File: src/rtl/clk_sel_pkg.sv
// ---------------------------------------------------------------------------
// clk_sel_pkg
// Shared types and default constants for the clock-select sequencer.
//   clk_sel_state_t : sequencer FSM state encoding
//   DEF_*           : default window / threshold / hold parameters
// ---------------------------------------------------------------------------
package clk_sel_pkg;

    typedef enum logic [2:0] {
        S_CLK1  = 3'd0,
        S_QUAL  = 3'd1,
        S_HOLD2 = 3'd2,
        S_CLK2  = 3'd3,
        S_HOLD1 = 3'd4
    } clk_sel_state_t;

    localparam int DEF_WIN_CYC   = 256;
    localparam int DEF_MIN_EDGES = 100;
    localparam int DEF_MAX_EDGES = 140;
    localparam int DEF_HOLD_CYC  = 16;

endpackage

File: src/rtl/clk_toggle_mon.sv
// ---------------------------------------------------------------------------
// clk_toggle_mon
// Qualifies the asynchronous clk2/2 toggle by counting its edges over fixed
// clk1 windows.
// Ports:
//   clk, res     : clk1 and synchronous active-high reset
//   tgl          : clk2/2 toggle, asynchronous to clk
//   restart      : restart window and edge counter from zero
//   win_done     : high on the last cycle of each window
//   good         : window edge count within [MIN_EDGES, MAX_EDGES];
//                  only meaningful while win_done is high
//   cnt_latched  : edge count captured at the last window end
// ---------------------------------------------------------------------------
module clk_toggle_mon #(
    parameter int WIN_CYC   = 256,
    parameter int CNT_W     = 8,
    parameter int MIN_EDGES = 100,
    parameter int MAX_EDGES = 140
) (
    input  logic             clk,
    input  logic             res,
    input  logic             tgl,
    input  logic             restart,
    output logic             win_done,
    output logic             good,
    output logic [CNT_W-1:0] cnt_latched
);

    localparam int WIN_W = (WIN_CYC > 1) ? $clog2(WIN_CYC) : 1;
    localparam logic [CNT_W-1:0] CNT_MAX = '1;
    localparam logic [CNT_W-1:0] MIN_V   = CNT_W'(MIN_EDGES);
    localparam logic [CNT_W-1:0] MAX_V   = CNT_W'(MAX_EDGES);

    logic             sync1, sync2, sync3;
    logic             tgl_edge;
    logic [WIN_W-1:0] win_cnt;
    logic [CNT_W-1:0] cnt;
    logic [CNT_W-1:0] cnt_sum;

    // sync1/sync2 resynchronize; sync3 is the edge-detect history flop
    assign tgl_edge = sync2 ^ sync3;
    assign win_done = (win_cnt == WIN_W'(WIN_CYC - 1));

    // Count including this cycle's edge, saturating at all-ones
    assign cnt_sum = (tgl_edge && (cnt != CNT_MAX)) ? cnt + CNT_W'(1) : cnt;
    assign good    = (cnt_sum >= MIN_V) && (cnt_sum <= MAX_V);

    always_ff @(posedge clk) begin
        if (res) begin
            sync1       <= 1'b0;
            sync2       <= 1'b0;
            sync3       <= 1'b0;
            win_cnt     <= '0;
            cnt         <= '0;
            cnt_latched <= '0;
        end else begin
            sync1 <= tgl;
            sync2 <= sync1;
            sync3 <= sync2;
            // After a window end cnt starts from 0, so an edge in the
            // following cycle naturally makes it 1.
            if (restart || win_done) begin
                win_cnt <= '0;
                cnt     <= '0;
            end else begin
                win_cnt <= win_cnt + WIN_W'(1);
                cnt     <= cnt_sum;
            end
            if (win_done)
                cnt_latched <= cnt_sum;
        end
    end

endmodule

File: src/rtl/clk_sel_ctrl.sv
// ---------------------------------------------------------------------------
// clk_sel_ctrl
// Clock-select sequencer (clk1 domain) driving sel of a glitch-free clock
// mux. Switches to clk2 only after QUAL_WIN consecutive good windows and
// holds sel for HOLD_CYC cycles after every change.
// Ports:
//   clk1, clk1_res : clock and synchronous active-high reset
//   clk2_tgl       : clk2/2 toggle (asynchronous)
//   req_clk2       : level request to run from clk2
//   fail_clr       : pulse clearing fail_sticky (a same-cycle set wins)
//   sel            : registered mux select, 0 = clk1, 1 = clk2
//   busy           : high in S_QUAL, S_HOLD2, S_HOLD1
//   clk2_ok        : result of the last completed window
//   fail_sticky    : clk2 went bad while selected
//   edge_cnt       : edge count latched at the last window end
// Configuration macro: CLK_SEL_AUTO_FAILBACK_EN
//   defined   -> bad window in S_CLK2 fails back to clk1 via S_HOLD1
//   undefined -> bad window in S_CLK2 only flags, sel stays 1
// ---------------------------------------------------------------------------
module clk_sel_ctrl
    import clk_sel_pkg::*;
#(
    parameter int WIN_CYC   = DEF_WIN_CYC,
    parameter int CNT_W     = 8,
    parameter int MIN_EDGES = DEF_MIN_EDGES,
    parameter int MAX_EDGES = DEF_MAX_EDGES,
    parameter int QUAL_WIN  = 2,
    parameter int HOLD_CYC  = DEF_HOLD_CYC
) (
    input  logic             clk1,
    input  logic             clk1_res,
    input  logic             clk2_tgl,
    input  logic             req_clk2,
    input  logic             fail_clr,
    output logic             sel,
    output logic             busy,
    output logic             clk2_ok,
    output logic             fail_sticky,
    output logic [CNT_W-1:0] edge_cnt
);

    localparam int HOLD_W = $clog2(HOLD_CYC);
    localparam int RUN_W  = (QUAL_WIN > 1) ? $clog2(QUAL_WIN + 1) : 1;

    clk_sel_state_t    state, state_nxt;
    logic [HOLD_W-1:0] hold_cnt;
    logic [RUN_W-1:0]  good_run;
    logic              restart;
    logic              win_done;
    logic              good;
    logic              hold_last;
    logic              fail_set;
    logic              sel_nxt;

    clk_toggle_mon #(
        .WIN_CYC   (WIN_CYC),
        .CNT_W     (CNT_W),
        .MIN_EDGES (MIN_EDGES),
        .MAX_EDGES (MAX_EDGES)
    ) u_mon (
        .clk         (clk1),
        .res         (clk1_res),
        .tgl         (clk2_tgl),
        .restart     (restart),
        .win_done    (win_done),
        .good        (good),
        .cnt_latched (edge_cnt)
    );

    assign hold_last = (hold_cnt == HOLD_W'(HOLD_CYC - 1));
    assign fail_set  = (state == S_CLK2) && win_done && !good;
    assign busy      = (state == S_QUAL) || (state == S_HOLD2) || (state == S_HOLD1);

    always_comb begin
        state_nxt = state;
        restart   = 1'b0;
        case (state)
            S_CLK1: begin
                if (req_clk2) begin
                    state_nxt = S_QUAL;
                    restart   = 1'b1;
                end
            end
            S_QUAL: begin
                if (!req_clk2)
                    state_nxt = S_CLK1;
                else if (win_done && good && (good_run == RUN_W'(QUAL_WIN - 1)))
                    state_nxt = S_HOLD2;
            end
            S_HOLD2: begin
                if (hold_last)
                    state_nxt = S_CLK2;
            end
            S_CLK2: begin
`ifdef CLK_SEL_AUTO_FAILBACK_EN
                if (!req_clk2 || fail_set)
                    state_nxt = S_HOLD1;
`else
                if (!req_clk2)
                    state_nxt = S_HOLD1;
`endif
            end
            S_HOLD1: begin
                if (hold_last)
                    state_nxt = S_CLK1;
            end
            default: state_nxt = S_CLK1;
        endcase
    end

    // sel is its own flop so the mux never sees decode glitches
    assign sel_nxt = (state_nxt == S_HOLD2) || (state_nxt == S_CLK2);

    always_ff @(posedge clk1) begin
        if (clk1_res) begin
            state       <= S_CLK1;
            sel         <= 1'b0;
            hold_cnt    <= '0;
            good_run    <= '0;
            clk2_ok     <= 1'b0;
            fail_sticky <= 1'b0;
        end else begin
            state <= state_nxt;
            sel   <= sel_nxt;

            // Hold counter restarts on every state change
            if (state_nxt != state)
                hold_cnt <= '0;
            else if ((state == S_HOLD2) || (state == S_HOLD1))
                hold_cnt <= hold_cnt + HOLD_W'(1);

            if (restart)
                good_run <= '0;
            else if ((state == S_QUAL) && win_done)
                good_run <= good ? good_run + RUN_W'(1) : '0;

            if (win_done)
                clk2_ok <= good;

            if (fail_set)
                fail_sticky <= 1'b1;
            else if (fail_clr)
                fail_sticky <= 1'b0;
        end
    end

endmodule
File: config.mk
export PLATFORM = sky130hd
export DESIGN_NAME = clk_sel_ctrl
export DESIGN_NICKNAME = d
export VERILOG_FILES = /design/src/rtl/clk_sel_pkg.sv /design/src/rtl/clk_toggle_mon.sv /design/src/rtl/clk_sel_ctrl.sv
export SDC_FILE = /design/constraint.sdc
export NUM_CORES = 1
export LEC_CHECK = 0
export BUFFER_PORTS_ARGS = -buffer_cell sky130_fd_sc_hd__buf_2
export CELL_PAD_IN_SITES_DETAIL_PLACEMENT = 0
export CELL_PAD_IN_SITES_GLOBAL_PLACEMENT = 1
export CORE_MARGIN = 1.5
export CORE_UTILIZATION = 30
export DETAILED_ROUTE_END_ITERATION = 7
export HOLD_SLACK_MARGIN = 0.03
export PLACE_DENSITY = 0.65
export SETUP_SLACK_MARGIN = 0.05
export SYNTH_ARGS = -nofsm -noshare
export SYNTH_HDL_FRONTEND = slang
export SYNTH_HIERARCHICAL = 1
export SYNTH_SLANG_ARGS = --single-unit
File: constraint.sdc
create_clock -name clk1 -period 4.2 [get_ports clk1]
set_input_delay 0.63 -clock clk1 [delete_from_list [all_inputs] [get_ports clk1]]
set_output_delay 0.63 -clock clk1 [all_outputs]
set_load 0.01 [all_outputs]
==> results of run 1 <==
## routing by layer
metal | vias up | GRT usage, % | routed length [um]
met1 | 682 | 16.5 | 2040
met4 | 0 | 7.67 | 100
met3 | 10 | 3.19 | 161
met5 | - | 0 | 0
met2 | 36 | 18.3 | 1530
li1 | 777 | - | -
## area by class of cell
cell class | instances | area (sq um) | share of cell area (%)
multi-input cells | 157 | 1040 | 48.1
flip-flops and latches | 39 | 781 | 36.2
well taps | 75 | 93.8 | 4.36
repair buffers | 16 | 80.1 | 3.72
clock buffers | 6 | 72.6 | 3.37
clock inverters | 2 | 60.1 | 2.79
inverters | 8 | 31.3 | 1.45
## cell usage in the layout, fill, tap and decap left out, types with 2 or more instances in the layout
cell / n
sky130_fd_sc_hd__clkbuf_8: 5
sky130_fd_sc_hd__buf_2: 16
sky130_fd_sc_hd__ha_1: 4
sky130_fd_sc_hd__a211oi_1: 5
sky130_fd_sc_hd__dfxtp_1: 39
sky130_fd_sc_hd__or3_1: 3
sky130_fd_sc_hd__nor2_1: 28
sky130_fd_sc_hd__o21ai_0: 3
sky130_fd_sc_hd__nand2b_1: 2
sky130_fd_sc_hd__nand3_1: 12
sky130_fd_sc_hd__nand4_1: 4
sky130_fd_sc_hd__a21oi_1: 11
sky130_fd_sc_hd__xnor2_2: 2
sky130_fd_sc_hd__inv_1: 7
sky130_fd_sc_hd__mux2i_1: 10
sky130_fd_sc_hd__nor3_1: 12
sky130_fd_sc_hd__nor2b_1: 6
sky130_fd_sc_hd__nand2_1: 16
sky130_fd_sc_hd__nor4b_1: 2
sky130_fd_sc_hd__and4_1: 2
sky130_fd_sc_hd__nor3_2: 2
sky130_fd_sc_hd__xor2_1: 5
sky130_fd_sc_hd__bufinv_16: 2
sky130_fd_sc_hd__xnor2_1: 7
## cells by family after synthesis
logic type,Yosys count
AO/OA/AOI/OAI,30
XOR/XNOR,14
adder cells (fa/ha/maj),4
buffers and inverters,16
flip-flops,39
multiplexers,11
AND/OR/NAND/NOR,98
## sequential cells by signal, summed over array words and instances, names as in the netlist, 2 cells and up
register and flops:
u_mon/cnt_latched 8, good_run 2, u_mon/cnt 8, state 3, u_mon/win_cnt 8, hold_cnt 4
## worst paths after layout
check	endpoint	from	slack, ns	cells past startpoint
max	hold_cnt[0]	u_mon/cnt[0]	1.19	9
min	u_mon/sync2	u_mon/sync1	0.45	1
max reg2reg	hold_cnt[0]	u_mon/cnt[0]	1.19	9
min reg2reg	u_mon/sync2	u_mon/sync1	0.45	1
## power breakdown
part / switching [mW] / total (mW) / internal [mW]
combinational: 0.0209 / 0.0324 / 0.0114
clock: 0.132 / 0.370 / 0.237
sequential: 0.00537 / 0.379 / 0.373
total: 0.158 / 0.781 / 0.622
## critical path, delay by kind of cell, from the launching register on
kind,cells,cell delay [ns]
simple gates,6,1.52
compound gates,2,0.54
flops,1,0.47
mux,1,0.35
## metrics by stage
stage	std cells	power [mW]	worst slack (ns)	cell area, sq um	hold slack (ns)
after floorplan	212	0.411	1.56	1900	0.414
after global placement	295	0.421	1.24	2020	0.443
after detailed placement	295	0.420	1.21	2020	0.440
after CTS	303	0.794	1.19	2150	0.460
after global routing	303	0.810	0.914	2150	0.469
final	303	0.781	1.19	2150	0.455
==> results summary, run 1 <==
The post-synthesis net count is 221. The synthesized-area fraction occupied by adder cells is 2.63%. The width of the die is 82.6 um.

The maximum level of the CTS H-tree is 2. The die covers 0.00682 sq mm. The cell row count is 28.

The area share of the largest cell type after synthesis came out at 41.1%. The number of maximum-capacitance constraint violations came out at 0. The class of the tightest hold or removal check is flip-flop to flip-flop. Summing the areas of all and, or, nand and nor instances in the mapped netlist gives 27.6% of the synthesized area. The power density over the cells is 362 mW/mm^2. Ranked by instance count, the synthesized netlist is headed by sky130_fd_sc_hd__dfxtp_1, sky130_fd_sc_hd__nor2_1, sky130_fd_sc_hd__nand2_1. Summed over all failing endpoints, the final setup total negative slack is 0 ns. The area fraction in compound gates after synthesis is 10.9%. The netlist area before placement is 0.00190 sq mm. The core region is 0.00603 sq mm. Of the total synthesized cell area, the portion taken by XOR and XNOR cells is 7.24%.

The number of warnings reported in the yosys synthesis log is 6. The last weighted congestion value of the routability-driven placer came out at 0.899. The initial core utilization came out at 31.5%. In this run, the number of DRC markers left after iteration 0 of detailed routing was 133. The number of vias per cell after detailed routing came out at 4.97. Setup repair after global routing left no endpoint under its margin. By area, the combinational part of the netlist is dominated by simple AND/OR/NAND/NOR gates.

In this design, the stage delay of the slowest critical-path cell is 0.47 ns. The wire length of the first global-routing pass came out at 6420 um. The number of gates resized after CTS came out at 0.

Setup violations remaining at the end of the flow were counted as 0. The run finished with clean final reports. Among all flip-flop cells after synthesis, the most frequent one is sky130_fd_sc_hd__dfxtp_1. The number of diodes came out at 0.

Across all layers, the routed design uses 1,505 vias. The post-CTS repair timing setup buffer count is 0. The most common cell in the synthesized netlist is sky130_fd_sc_hd__dfxtp_1.

The final core utilization is 35.8%. CTS placed an instance of sky130_fd_sc_hd__clkbuf_8 at the clock tree root. From synthesis to final layout, the design area changed by 13.4%. The y dimension of the die is 82.6 um.

The worst clock skew came out at 0.00657 ns. The data required time of the critical path came out at 4.36 ns. The largest net degree at the start of global routing is 23.

The maximum clock frequency came out at 332 MHz. Of all cell types, the one taking the most synthesized area is sky130_fd_sc_hd__dfxtp_1. The post-detailed-route DRC marker count is 0.

The clock network latency to the later pin of the worst-skew pair came out at 0.29 ns. The fraction of synthesis flops using an asynchronous set or reset pin is 0%. The number of standard cells after synthesis is 212. The global-route usage over all layers is 12.6%.

The time the worst path needs with I/O delays and setup came out at 3.01 ns. The half-perimeter wire length after detailed placement is 2770 um. For this run, the post-layout net count is 236. The clock-pin slew reported for the worst setup and hold paths after clock tree synthesis came out at 0.08 ns.

By area the synthesized netlist is led by sky130_fd_sc_hd__dfxtp_1, sky130_fd_sc_hd__nor2_1, sky130_fd_sc_hd__mux2i_1. Summed over all layers, the global routing overflow is 0. The number of top-level design ports is 17. Synthesis instantiated 47 different standard cells from the library.

The number of enable-type register cells in the synthesized netlist came out at 0. The initial antenna violation count was 0. Of the cells placed in the final design, the portion with a size suffix greater than 1 is 15.4%. The normalized max-slew margin is 54.1%. The sink count of the clock tree came out at 39. The flip-flop and latch count after synthesis is 39.

Dividing the final minimum period by the clock period gives 71.8%. The data arrival at the endpoint of the critical path came out at 3.17 ns. The wire length reported by the detailed router is 3830 um. The maximum vdd drop is 0.000156 V. The via count of the first global-routing pass is 1,418. The filler cell count in the final layout is 636.

The worst setup path is captured at a flip-flop. The leakage power summed over all cells is 0.770 nW. TritonCTS built the clock tree. The worst setup path is of the flip-flop to flip-flop kind. During placement, the flow inserted port buffers numbering 16.

The maximum fanout encountered on the critical timing path came out at 8. The per-instance average area after synthesis came out at 8.96 sq um. The max-slew violation count came out at 0. Buffers inserted to repair hold after CTS numbered 0. On the critical path, the stage with the largest delay is an instance of sky130_fd_sc_hd__dfxtp_1. The critical path goes through nand4_1 -> nor4b_2 -> mux2_4 -> or3_1 -> a21oi_1 -> nand3_1 -> or3_4 -> a22oi_4 -> nor3_1. For this run, the register share of the synthesized area comes to 41.1%.

In the final routed layout, each cell accounts on average for 12.7 um. For this run, the detailed router's first-pass iteration total came to 4. In this run the deepest clock path goes through 2 buffers. In the synthesized netlist, mux cells make up 6.06% of the area. The slew of the pin with the lowest slew margin came out at 0.683 ns. The TritonCTS buffer count is 5. The final antenna-violating net count came out at 0. The worst setup path is launched from a flip-flop. The final hold violation count is 0.
Note: power is estimated with default switching activity, not from simulation.
==> run 2: changes to the inputs <==
--- a/config.mk
+++ b/config.mk
@@ -12,7 +12,7 @@
 export CORE_UTILIZATION = 30
 export DETAILED_ROUTE_END_ITERATION = 7
 export HOLD_SLACK_MARGIN = 0.03
-export PLACE_DENSITY = 0.65
+export PLACE_DENSITY = 0.67
 export SETUP_SLACK_MARGIN = 0.05
 export SYNTH_ARGS = -nofsm -noshare
 export SYNTH_HDL_FRONTEND = slang
==> constraint.sdc (replaced) <==
create_clock -name clk1 -period 2.5 [get_ports clk1]
set_input_delay 0.375 -clock clk1 [delete_from_list [all_inputs] [get_ports clk1]]
set_output_delay 0.375 -clock clk1 [all_outputs]
set_load 0.01 [all_outputs]
==> results summary, run 2 (synthesis results as in run 1) <==
STA classifies the critical path endpoint as a flip-flop. The number of hold buffers added after cts came out at 0. The maximum level of the CTS H-tree came out at 2.

The slew of the pin with the lowest slew margin is 0.779 ns. The setup TNS after final layout is 0 ns. The clock drives 39 sinks. The final antenna-violating net count came out at 0.

For this run, the number of standard cells in the final layout without fillers is 325. By startpoint and endpoint, the worst setup path is classified as flip-flop to flip-flop. On the worst path, the slowest cell contributes a delay of 0.38 ns. The number of vias per cell after detailed routing came out at 4.90. The class of the tightest hold or removal check is input pin to flip-flop. The post-route cell area came out at 0.00240 sq mm. The global-route usage over all layers came out at 13.7%. After detailed routing, the total wire length is 4120 um.

The initial DRC count is 106. The global route total overflow came out at 0. The floorplan step defined a core boundary enclosing 0.00603 sq mm.

For this run, design rule violations remaining after detail routing come to 0. The worst clock skew came out at 0.00551 ns. Setup repair after global routing could not meet its margin everywhere.

The leakage power summed over all cells is 0.903 nW. The floorplan step set the die height to 82.6 um. At the placement stage, the worst setup path has a slack of 0.0259 ns.

The root buffer cell is sky130_fd_sc_hd__clkbuf_8. The fraction of layout instances using a drive strength above 1 is 28.0%. During placement, the flow inserted port buffers numbering 16. Once placement finished, the instance area stood at 0.00220 sq mm. The most numerous cell type found on the critical path is sky130_fd_sc_hd__or3_4. The CTS tree is built. The final core utilization came out at 39.8%. Measured against its own limit, the worst slew margin works out to 47.7%.

The TritonCTS buffer count came out at 5. After layout, the worst path uses 97.8% of the clock period. Setup slack on the critical path of the routed design comes to 0.0552 ns. The last weighted congestion value of the routability-driven placer is 0.880. The library cell used most frequently in the layout, excluding fill and tap cells, is sky130_fd_sc_hd__dfxtp_1. The power density over the cells is 534 mW/mm^2. Cell internal power was estimated by the tool at 1.01 mW. The switching power of the nets came out at 268 uW. Data on the critical path arrives at its endpoint at 2.63 ns. The max-slew violation count came out at 0. The number of top-level design ports came out at 17. The initial core utilization came out at 31.5%.

0 antenna diodes ended up in the layout. The growth of design area from synthesis to finish came out at 26.2%. The data required time of the critical path came out at 2.68 ns. The longest clock path from root to sink contains 2 buffers. The initialized floorplan defines 28 standard-cell rows.

The worst-case IR drop observed on VDD is 0.000295 V. The run finished with clean final reports. The number of vias after detailed routing is 1,593. The part of the power in the clock network came out at 45.2%. The time the worst path needs with I/O delays and setup is 2.44 ns.

The number of maximum-capacitance constraint violations is 0. The final hold slack is 0.309 ns. STA classifies the critical path startpoint as a flip-flop. The clock-pin slew reported for the worst setup and hold paths after clock tree synthesis came out at 0.07 ns. The fraction of power consumed by sequential logic came out at 49.6%. After legalization and detailed placement, the total HPWL measured 2970 um. The maximum clock frequency came out at 409 MHz. The total iterations of the first detailed-routing run came out at 4. Including well taps, the total number of placed cells is 315. After filler insertion, the fill cell instance count of the layout stands at 632. The largest registers in the layout are u_mon/cnt x8, u_mon/cnt_latched x8, u_mon/win_cnt x8. Among all stages on the critical path, the largest delay is contributed by sky130_fd_sc_hd__dfxtp_4. The maximum fanout encountered on the critical timing path came out at 6. The share of total power consumed by net switching is 20.9%. The final routed wire length divided by cell count is 12.7 um. The final total power is 1.28 mW.

The area enclosed by the die boundary came out at 0.00682 sq mm. In the layout the commonest cells are sky130_fd_sc_hd__dfxtp_1, sky130_fd_sc_hd__nor2_1, sky130_fd_sc_hd__buf_4. The via count of the first global-routing pass came out at 1,509. Walking the worst path, the cells encountered are nand4_1 -> nor4b_4 -> mux2_4 -> or3_4 -> a21oi_4 -> nand3_2 -> or3_4 -> a22oi_4 -> nor3_1.

The width of the die is 82.6 um. The final hold violation count is 0. The initial antenna violation count is 0. Setup violations remaining at the end of the flow were counted as 0.

The total number of nets in the final design came out at 258. The share of power burned in combinational logic came out at 5.2%. Entering global routing, the biggest net connects 23 pins.

The clock network latency to the later pin of the worst-skew pair came out at 0.29 ns. The wire length of the first global-routing pass is 7000 um.
## run 2: per-layer routing
layer / up-vias / wire (um) / part of all wire (%) / GRT usage, %
met1: 745 / 1970 / 48 / 17.5
met2: 22 / 1940 / 47 / 22.4
li1: 820 / - / - / -
met5: - / 0 / 0 / 0
met3: 6 / 157 / 3.8 / 3.74
met4: 0 / 47 / 1.1 / 4.00
## run 2: worst max-delay path, delay by kind of cell (launching register included)
kind	cells	cell delay [ns]
simple gates	6	1.31
flops	1	0.38
compound gates	2	0.32
mux	1	0.34
## run 2: timing repair
action,in CTS,in global routing
gates resized for setup,1,11
pin swaps,4,1
buffers inserted,1,1
endpoints found under the setup margin,4,7
hold endpoints to repair,0,0
## run 2: final cells by class
cell class | count | area [sq um] | area share (%)
Clock buffer | 7 | 97.6 | 4.07
Sequential cell | 39 | 791 | 33.0
Tap cell | 75 | 93.8 | 3.91
Multi-Input combinational cell | 157 | 1110 | 46.1
Inverter | 8 | 31.3 | 1.30
Clock inverter | 1 | 30.0 | 1.25
Timing Repair Buffer | 38 | 249 | 10.4
## run 2: final timing paths
check / startpoint / to / slack (ns) / depth (start not counted)
max: u_mon/cnt[0] / hold_cnt[2] / 0.06 / 9
min: clk2_tgl / u_mon/sync1 / 0.31 / 2
max reg2reg: u_mon/cnt[0] / hold_cnt[2] / 0.06 / 9
min reg2reg: u_mon/sync1 / u_mon/sync2 / 0.45 / 1
## run 2: power groups by stage
stage	clock network (mW)	registers (mW)	logic, mW
after floorplan	0	0.647	0.0455
after global placement	0	0.650	0.0653
after detailed placement	0	0.651	0.0646
after CTS	0.596	0.636	0.0659
after global routing	0.624	0.637	0.0765
final	0.578	0.635	0.0671
==> run 3: changes to the inputs <==
--- a/config.mk
+++ b/config.mk
@@ -8,11 +8,12 @@
 export BUFFER_PORTS_ARGS = -buffer_cell sky130_fd_sc_hd__buf_2
 export CELL_PAD_IN_SITES_DETAIL_PLACEMENT = 0
 export CELL_PAD_IN_SITES_GLOBAL_PLACEMENT = 1
+export CORE_ASPECT_RATIO = 1.25
 export CORE_MARGIN = 1.5
 export CORE_UTILIZATION = 30
 export DETAILED_ROUTE_END_ITERATION = 7
 export HOLD_SLACK_MARGIN = 0.03
-export PLACE_DENSITY = 0.67
+export PLACE_DENSITY = 0.65
 export SETUP_SLACK_MARGIN = 0.05
 export SYNTH_ARGS = -nofsm -noshare
 export SYNTH_HDL_FRONTEND = slang
==> constraint.sdc (replaced) <==
create_clock -name clk1 -period 2.9 [get_ports clk1]
set_input_delay 0.435 -clock clk1 [delete_from_list [all_inputs] [get_ports clk1]]
set_output_delay 0.435 -clock clk1 [all_outputs]
set_load 0.01 [all_outputs]
==> results summary, run 3 (synthesis results as in run 1) <==
The flow ran to the end, and the final reports show no timing, DRC or antenna violations. After detailed routing, the number of vias per cell comes to 4.82. Dividing the detail-routed wire length by the instance count gives 12.7 um.

After detailed placement, the design holds a cell count of 310. The width of the die is 74.2 um. The setup slack at placement came out at 0.187 ns. The post-detailed-route DRC marker count is 0. The final cycle utilization of the critical path came out at 92.3%. For this run, the number of standard cells in the final layout without fillers is 318. The slew of the pin with the lowest slew margin is 0.502 ns. The initial DRC count came out at 46. The class of the tightest hold or removal check is input pin to flip-flop. Global routing used 12.8% of the available tracks. 17 I/O pins were placed. The wire length reported by the detailed router came out at 4050 um. The normalized max-slew margin is 66.6%. The final antenna-violating net count is 0. The fraction of layout instances using a drive strength above 1 came out at 18.5%.

The root buffer cell is sky130_fd_sc_hd__clkbuf_8. The initial antenna violation count came out at 0. From bottom edge to top edge, the die measures 92.0 um. Relative to the synthesized area, the layout overhead comes to 14.2%. Data on the critical path is required at its endpoint by 3.07 ns.

At the worst endpoint, the arrival time is 2.85 ns. The TritonCTS buffer count came out at 5. Clock latency on the worst-skew pair, taken at its later pin, is 0.28 ns. The signal on the critical path passes through nand4_1 -> nor4b_2 -> mux2_4 -> or3_1 -> a21oi_1 -> nand3_1 -> or3_4 -> a22oi_4 -> nor3_1.

Based on the critical path, the design can be clocked at up to 373 MHz. Broken down by cell family, the worst path's largest delay share belongs to simple AND/OR/NAND/NOR gates. The sink count of the clock tree is 39. The number of vias after detailed routing is 1,534.

The half-perimeter wire length after detailed placement is 3040 um. The CTS tree is built. In this run the worst setup path begins at u_mon/cnt[2].

For this design the static power due to leakage is 0.779 nW. The last weighted congestion value of the routability-driven placer came out at 0.785. The cell row count came out at 32.

The final hold violation count came to 0. The hold path startpoint is clk2_tgl. The time the worst path needs with I/O delays and setup is 2.68 ns. The number of hold buffers added after cts came out at 0. The power density over the cells came out at 444 mW/mm^2. Setup slack on the critical path of the routed design comes to 0.222 ns. The setup TNS after final layout came out at 0 ns. After global routing the overflow that remains totals 0. The via count of the first global-routing pass is 1,420. The number of diodes came out at 0. Setup repair after global routing left no endpoint under its margin. For this design, the slowest cell found on the critical path is sky130_fd_sc_hd__dfxtp_1. The total buffers and inverters traversed by the critical path is 0. The count of buffers added on input and output ports is 16. The largest registers in the layout are u_mon/cnt x8, u_mon/cnt_latched x8, u_mon/win_cnt x8. The top cell types in the final layout, fill and taps aside, are sky130_fd_sc_hd__dfxtp_1, sky130_fd_sc_hd__nor2_1, sky130_fd_sc_hd__nand2_1, sky130_fd_sc_hd__buf_2. No sink is reached through more buffers than the 2 on the longest clock path. The most frequent standard cell in the layout excluding fill and tap cells is sky130_fd_sc_hd__dfxtp_1. The initial core utilization came out at 30.8%. In the final design database the tool counted 242 nets.

The number of maximum-capacitance constraint violations is 0. STA classifies the critical path endpoint as a flip-flop. Entering global routing, the biggest net connects 23 pins. The worst-case IR drop observed on VDD is 0.000181 V. The number of setup violations in the final report is 0. The total iterations of the first detailed-routing run came out at 4. The clock arrives with 0.00544 ns of skew. The first global-routing pass estimated 6650 um of wire. The setup path with the least slack is of type flip-flop to flip-flop.

The max-slew violation count came out at 0. The delay of the slowest critical-path stage is 0.44 ns. The maximum fanout encountered on the critical timing path is 8. The clock-pin slew reported for the worst setup and hold paths after clock tree synthesis is 0.07 ns. The kind of launch point of the worst setup path is a flip-flop. The H-tree was split into 2 levels. The floorplan step defined a die boundary enclosing 0.00682 sq mm.

The beginning of the worst register-to-register path is u_mon/cnt[2]. The placeable core region came out at 0.00617 sq mm.
[run 3: worst reg2reg max path, delay by kind of cell, from the launching register on]
kind,cells,cell delay (ns)
and+or+nand+nor,6,1.45
DFF,1,0.44
muxes,1,0.34
AOI/OAI and AO/OA,2,0.33
[run 3: through the flow]
step / hold slack (ns) / utilization [%] / area (sq um) / total power [mW]
2_1_floorplan: 0.414 / - / 1900 / 0.596
3_3_place_gp: 0.428 / 33.6 / 2070 / 0.611
3_5_place_dp: 0.433 / 33.6 / 2070 / 0.611
4_1_cts: 0.369 / 35.0 / 2160 / 0.981
5_1_grt: 0.389 / 35.2 / 2170 / 1.02
6_report: 0.372 / 35.2 / 2170 / 0.964
[run 3: where the power goes]
part / total [mW] / switching [mW] / internal, mW
Clock: 0.364 / 0.177 / 0.187
Combinational: 0.0512 / 0.0310 / 0.0203
Sequential: 0.549 / 0.00790 / 0.541
Total: 0.964 / 0.216 / 0.748
[run 3: area by class of cell]
cell class / count / area, sq um
clock buffer: 6 / 82.6
clock inverter: 1 / 5.00
fill: 681 / 4000
inverter: 8 / 31.3
multi-input combinational: 157 / 1040
sequential: 39 / 782
tap: 85 / 106
timing repair buffer: 22 / 125
[run 3: worst paths after layout]
kind	cells after the start	to	slack, ns
worst max-delay path	9	hold_cnt[1]	0.22
worst min-delay path	2	u_mon/sync1	0.37
worst max register to register	9	hold_cnt[1]	0.22
worst min register to register	1	u_mon/sync2	0.44
[run 3: repair_timing]
item                                    4_1_cts  5_1_grt
endpoints found under the hold margin         0        0
buffers inserted                              0        1
gates resized for setup                       0        2
endpoints found under the setup margin        0        4
[run 3: per-layer routing]
| layer | wire, um | GRT usage, % | vias up |
|---|---|---|---|
| li1 | - | - | 786 |
| met1 | 1780 | 15.4 | 728 |
| met2 | 2110 | 21.1 | 14 |
| met3 | 74 | 2.97 | 6 |
| met4 | 80 | 5.56 | 0 |
| met5 | 0 | 0 | - |
